--- src/rtl/alu_pkg.sv ---
// Shared definitions for the ALU request scheduler: opcode map, legality check and
// FSM state encoding.
package alu_pkg;

   localparam logic [3:0] OP_NOP = 4'b0000;
   localparam logic [3:0] OP_ADD = 4'b0001;
   localparam logic [3:0] OP_SUB = 4'b0010;
   localparam logic [3:0] OP_MUL = 4'b0011;
   localparam logic [3:0] OP_AND = 4'b0100;
   localparam logic [3:0] OP_OR  = 4'b0101;
   localparam logic [3:0] OP_XOR = 4'b0110;
   localparam logic [3:0] OP_NOT = 4'b0111;
   localparam logic [3:0] OP_SHL = 4'b1000;
   localparam logic [3:0] OP_SHR = 4'b1001;
   localparam logic [3:0] OP_INC = 4'b1010;
   localparam logic [3:0] OP_DEC = 4'b1011;

   typedef logic [1:0] state_t;

   localparam state_t ST_IDLE = 2'd0;
   localparam state_t ST_EXEC = 2'd1;
   localparam state_t ST_RESP = 2'd2;

   function automatic logic is_legal_op(input logic [3:0] op);
      return (op >= OP_ADD) && (op <= OP_DEC);
   endfunction

endpackage

--- src/rtl/rr_arbiter.sv ---
// Combinational round-robin arbiter: grants the first asserted request at or after ptr_i,
// wrapping around.
module rr_arbiter #(
   parameter int unsigned N = 4,
   localparam int unsigned IdxW = $clog2(N)
) (
   input  logic [N-1:0]    req_i,
   input  logic [IdxW-1:0] ptr_i,
   output logic [N-1:0]    gnt_o,
   output logic [IdxW-1:0] idx_o,
   output logic            any_o
);

   int              j;
   logic [IdxW-1:0] jx;

   always_comb begin
      gnt_o = '0;
      idx_o = '0;
      any_o = 1'b0;
      j     = 0;
      jx    = '0;
      for (int k = 0; k < int'(N); k++) begin
         j  = (int'(ptr_i) + k) % int'(N);
         jx = IdxW'(j);
         if (!any_o && req_i[jx]) begin
            any_o     = 1'b1;
            gnt_o[jx] = 1'b1;
            idx_o     = jx;
         end
      end
   end

endmodule

--- src/rtl/alu_req_scheduler.sv ---
// Shares one registered ALU among NUM_REQ requesters: round-robin grant, one operation in
// flight, result returned with the requester ID over a valid/ready response channel.
module alu_req_scheduler
   import alu_pkg::*;
#(
   parameter int unsigned NUM_REQ = 4,
   parameter int unsigned DATA_W  = 16,
   parameter int unsigned ALU_LAT = 2,
   localparam int unsigned IdW    = $clog2(NUM_REQ)
) (
   input  logic                    clk,
   input  logic                    reset,
   input  logic [NUM_REQ-1:0]      req_valid_i,
   output logic [NUM_REQ-1:0]      req_ready_o,
   input  logic [4*NUM_REQ-1:0]    req_opcode_i,
   input  logic [DATA_W*NUM_REQ-1:0] req_a_i,
   input  logic [DATA_W*NUM_REQ-1:0] req_b_i,
   output logic [3:0]              alu_opcode_o,
   output logic [DATA_W-1:0]       alu_a_o,
   output logic [DATA_W-1:0]       alu_b_o,
   input  logic [31:0]             alu_result_i,
   output logic                    resp_valid_o,
   input  logic                    resp_ready_i,
   output logic [IdW-1:0]          resp_id_o,
   output logic [31:0]             resp_result_o,
   output logic                    resp_err_o,
   output logic                    busy_o
);

   localparam int unsigned CntW = $clog2(ALU_LAT + 1);

   state_t            state_q, state_d;
   logic [IdW-1:0]    rr_ptr_q, rr_ptr_d;
   logic [3:0]        op_q, op_d;
   logic [DATA_W-1:0] a_q, a_d, b_q, b_d;
   logic [IdW-1:0]    id_q, id_d;
   logic [CntW-1:0]   lat_cnt_q, lat_cnt_d;
   logic [31:0]       result_q, result_d;
   logic              err_q, err_d;

   logic [NUM_REQ-1:0] gnt;
   logic [IdW-1:0]     gnt_idx;
   logic               gnt_any;
   logic [3:0]         gnt_op;

   rr_arbiter #(
      .N (NUM_REQ)
   ) u_arb (
      .req_i (req_valid_i),
      .ptr_i (rr_ptr_q),
      .gnt_o (gnt),
      .idx_o (gnt_idx),
      .any_o (gnt_any)
   );

   assign gnt_op = req_opcode_i[4*gnt_idx +: 4];

   always_comb begin
      state_d   = state_q;
      rr_ptr_d  = rr_ptr_q;
      op_d      = op_q;
      a_d       = a_q;
      b_d       = b_q;
      id_d      = id_q;
      lat_cnt_d = lat_cnt_q;
      result_d  = result_q;
      err_d     = err_q;
      case (state_q)
         ST_IDLE: begin
            if (gnt_any) begin
               op_d      = gnt_op;
               a_d       = req_a_i[DATA_W*gnt_idx +: DATA_W];
               b_d       = req_b_i[DATA_W*gnt_idx +: DATA_W];
               id_d      = gnt_idx;
               rr_ptr_d  = (gnt_idx == IdW'(NUM_REQ - 1)) ? '0 : gnt_idx + 1'b1;
               lat_cnt_d = '0;
               if (is_legal_op(gnt_op)) begin
                  state_d = ST_EXEC;
               end else begin
                  // Illegal ops never reach the ALU; answer immediately with an error.
                  state_d  = ST_RESP;
                  err_d    = 1'b1;
                  result_d = '0;
               end
            end
         end
         ST_EXEC: begin
            if (lat_cnt_q == CntW'(ALU_LAT - 1)) begin
               result_d = alu_result_i;
               err_d    = 1'b0;
               state_d  = ST_RESP;
            end else begin
               lat_cnt_d = lat_cnt_q + 1'b1;
            end
         end
         ST_RESP: begin
            if (resp_ready_i) state_d = ST_IDLE;
         end
         default: state_d = ST_IDLE;
      endcase
   end

   always_ff @(posedge clk or posedge reset) begin
      if (reset) begin
         state_q   <= ST_IDLE;
         rr_ptr_q  <= '0;
         op_q      <= OP_NOP;
         a_q       <= '0;
         b_q       <= '0;
         id_q      <= '0;
         lat_cnt_q <= '0;
         result_q  <= '0;
         err_q     <= 1'b0;
      end else begin
         state_q   <= state_d;
         rr_ptr_q  <= rr_ptr_d;
         op_q      <= op_d;
         a_q       <= a_d;
         b_q       <= b_d;
         id_q      <= id_d;
         lat_cnt_q <= lat_cnt_d;
         result_q  <= result_d;
         err_q     <= err_d;
      end
   end

   // ALU sees NOP and zero operands whenever no operation is executing.
   assign req_ready_o   = (state_q == ST_IDLE) ? gnt : '0;
   assign alu_opcode_o  = (state_q == ST_EXEC) ? op_q : OP_NOP;
   assign alu_a_o       = (state_q == ST_EXEC) ? a_q : '0;
   assign alu_b_o       = (state_q == ST_EXEC) ? b_q : '0;
   assign resp_valid_o  = (state_q == ST_RESP);
   assign resp_id_o     = (state_q == ST_RESP) ? id_q : '0;
   assign resp_result_o = (state_q == ST_RESP) ? result_q : '0;
   assign resp_err_o    = (state_q == ST_RESP) ? err_q : 1'b0;
   assign busy_o        = (state_q != ST_IDLE);

endmodule

--- config.mk ---
export PLATFORM = sky130hd
export DESIGN_NAME = alu_req_scheduler
export DESIGN_NICKNAME = d
export VERILOG_FILES = /design/src/rtl/alu_pkg.sv /design/src/rtl/rr_arbiter.sv /design/src/rtl/alu_req_scheduler.sv
export SDC_FILE = /design/constraint.sdc
export NUM_CORES = 1
export LEC_CHECK = 0
export CAP_MARGIN = 20
export CORE_ASPECT_RATIO = 0.5
export CORE_MARGIN = 8
export CORE_UTILIZATION = 36
export CTS_CLUSTER_DIAMETER = 60
export CTS_CLUSTER_SIZE = 24
export DETAILED_ROUTE_END_ITERATION = 6
export GPL_ROUTABILITY_DRIVEN = 0
export PLACE_DENSITY = 0.77
export REMOVE_ABC_BUFFERS = 1
export SLEW_MARGIN = 30
export SYNTH_ARGS = -nofsm -noshare
export SYNTH_HDL_FRONTEND = slang
export SYNTH_HIERARCHICAL = 1
export SYNTH_SLANG_ARGS = --single-unit
--- constraint.sdc ---
create_clock -name clk -period 3.7 [get_ports clk]
set_input_delay 0.37 -clock clk [delete_from_list [all_inputs] [get_ports clk]]
set_output_delay 0.37 -clock clk [all_outputs]
set_load 0.05 [all_outputs]
==> summary.md <==
| Metric | Value |
|---|---|
| Full die area | about 17000 µm² |
| Starting Density | 0.370 |
| Slew margin rel. | 0.559 |
| Clk Latency, worst-skew pair | approximately 0.33 ns |
| Post-Syn Instances | about 360 |
| Area after DPL | 7520 µm² |
| FMAX | approximately 280 MHz |
| Reg2Reg Launch Point | rr_ptr_q[1] |
| Via-to-Cell Ratio | 5.08 |
| Clk slew on worst S/H paths | roughly 0.070 ns |
| Worst setup EP type | flop |
| Number of global-route vias before repair | ~4400 |
| First-pass GRT wire length | 25700 µm |
| Seq/Total Area, Yosys | 0.412 |
| PwrDens | 927 nW/µm² |
| Final Skew | between 0.01 and 0.015 ns |
| Min-Delay Path Class | in -> async |
| FF-to-FF setup slack | approximately 0.15 ns |
| Final Hold Viols | 0 |
| Max clock buf depth | 2 |
| Critical path startpoint category | flop |
| Mapped cell area | 4680 µm² |
| Area Growth Syn to Fin | 67.2% |
| # IOs | 260 |
| Final min period | between 3 and 4 ns |
| CTS tree | yes |
| Final slew viol count | 0 |
| Most frequent cells in the layout | 255 x clkdlybuf4s50_1, 77 x dfrtp_1, 76 x and2_1 |
| Num rows | 29 |
| H-tree levels | 3 |
| Total GRT Usage | 0.189 |
| Antenna diodes | 0 |
| Fin Hold WS | 0.444 ns |
| PortBufs | ~260 |
| FFs w/ async S/R, synth | 1.00 |
| Routed WL | between 15000 and 20000 µm |
| Clock Sinks | 77 |
| Pin count of the biggest net entering global routing | 45 |
| Depth of the most critical reg-to-reg path | 12 |
| Core area | 12700 µm² |
| Netlist cell types | 32 |
| Initial drt markers | 260 |
| CTS buffer count | 9 |
| Max-Cap Viols | 0 |
| Die Y | 96.6 µm |
| # DRC | 0 |
| Placed insts | between 700 and 800 |
| Top area cells in the synthesized netlist | dfrtp_1 41%, mux4_2 18%, and2_1 10%, mux2_2 9.9%, a22o_1 6.0% |
| Max VDD drop | roughly 480 µV |
| Worst Path Max Fanout | 33 |
| WP data required | 3.91 ns |
| DRT antenna net count | 0 |
| Fin crit share | 0.960 |
| Post-route non-filler standard cell count | around 800 |
| Routed wire length per instance | between 20 and 25 µm |
| Register bit total from synthesis | 77 |
| Most used DFF post-synth | dfrtp_1 |
| Static leakage | about 3.1 nW |
| Root Buffer | clkbuf_16 |
| Synthesized area per cell | around 13 µm² |
| Layout cell share with drive strength beyond 1 | 0.211 |
| Fin util | 0.618 |
| Total grt overflow | 0 |
| RSZ-0062 raised after global routing | no |
| Worst r2r dst | result_q[31] |
| Antenna violations before repair | 0 |
| Most common cell after layout, fill and taps aside | clkdlybuf4s50_1 |
| Fin nets | ~800 |
| Via count | ~4000 |
| Post-synth EDFFs | 0 |
| Drt pass-1 iters | 4 |
| Worst Max-Slew Pin Slew | roughly 0.66 ns |
| Final Cell Area | 7830 µm² |
| Yosys top cell area share | 0.412 |
| Die X | 177 µm |
| Setup violations, final | 0 |
| Dpl hpwl | between 10000 and 15000 µm |
| CP Class | reg -> reg |
| Synth area leader | dfrtp_1 |
| Synth warn | 6 |
| Worst EP arrival | 3.77 ns |
| Status | finished clean |
[kinds of logic (layout without fill, tap and decap cells)]
group / Yosys count / after routing / synth area share
simple gates: 98 / 98 / 0.134
mux: 83 / 83 / 0.298
flops: 77 / 77 / 0.412
compound gates: 56 / 56 / 0.0973
buf+inv: 38 / 305 / 0.0409
fa+ha+maj: 7 / 7 / 0.0187
[state kept, by name, indices dropped and copies added (netlist names)]
signal	count
id_q	2
rr_ptr_q	2
op_q	4
b_q	16
lat_cnt_q	2
result_q	32
err_q	1
state_q	2
a_q	16
[cell usage after synthesis (2+ instances only)]
cell type  count
nor4_1         2
mux2i_1        2
dfrtp_1       77
o31ai_1        3
inv_1          8
nor3_1         2
mux2_2        41
nor2b_1        2
o21ai_0        8
nor2_1         5
buf_6          6
buf_2          3
nand3_1        2
nand2_1        3
a22o_1        32
ha_1           7
clkbuf_1      20
a22oi_1        8
mux4_2        37
and2_1        76
nand2b_1       2
mux4_1         3
[stage by stage]
step                total power, W  TNS [ns]  setup slack, ns
finish                     0.00726         0            0.148
global route               0.00769         0           0.0345
CTS                        0.00726         0            0.146
detailed placement         0.00640     -2.45          -0.0866
global placement           0.00628         0           0.0622
floorplan                  0.00491   -307.59            -4.83
[what timing repair did]
item | in CTS | in global routing
setup endpoints to repair | 0 | 22
resized for setup | 0 | 1
hold buffers | 0 | 0
setup buffers | 0 | 3
[report_power, final]
part | internal, W | switching (W)
clock | 0.000462 | 0.000378
sequential | 0.00122 | 0.000187
combinational | 0.00242 | 0.00259
[metal layers]
layer | vias up | track usage | routed length [µm]
met4 | 0 | 0.0395 | 248
li1 | 1870 | - | -
met2 | 140 | 0.351 | 8870
met5 | - | 0 | 0
met3 | 15 | 0.0415 | 852
met1 | 2020 | 0.218 | 6340
[worst max path at each step]
stage,start,endpoint,slack (ns)
after floorplan,rr_ptr_q[0],state_q[1],-4.83
after global placement,req_valid_i[3],result_q[2],0.06
after detailed placement,req_valid_i[3],result_q[22],-0.09
after CTS,rr_ptr_q[1],result_q[3],0.15
after global routing,rr_ptr_q[1],result_q[28],0.03
final,rr_ptr_q[1],result_q[31],0.15
[layout make-up]
type	instances	area, µm²
multi-input cells	244	2590
clock buffers	9	225
flip-flops and latches	77	1930
clock inverters	7	56.3
well taps	170	213
repair buffers	281	2790
inverters	8	31.3
fillers	1032	4840
[worst max-delay path, stage by stage, from the launching register on]
cell and delay [ns]:
dfrtp_1 0.47, inv_1 0.13, ha_1 0.38, mux4_2 0.33, and2b_2 0.23, o21ai_0 0.08, buf_4 0.15, o31ai_4 0.10
mux4_1 0.68, nor4_4 0.38, o31ai_4 0.12, buf_12 0.19, a22o_1 0.19
(Power assumes the default switching activity.)
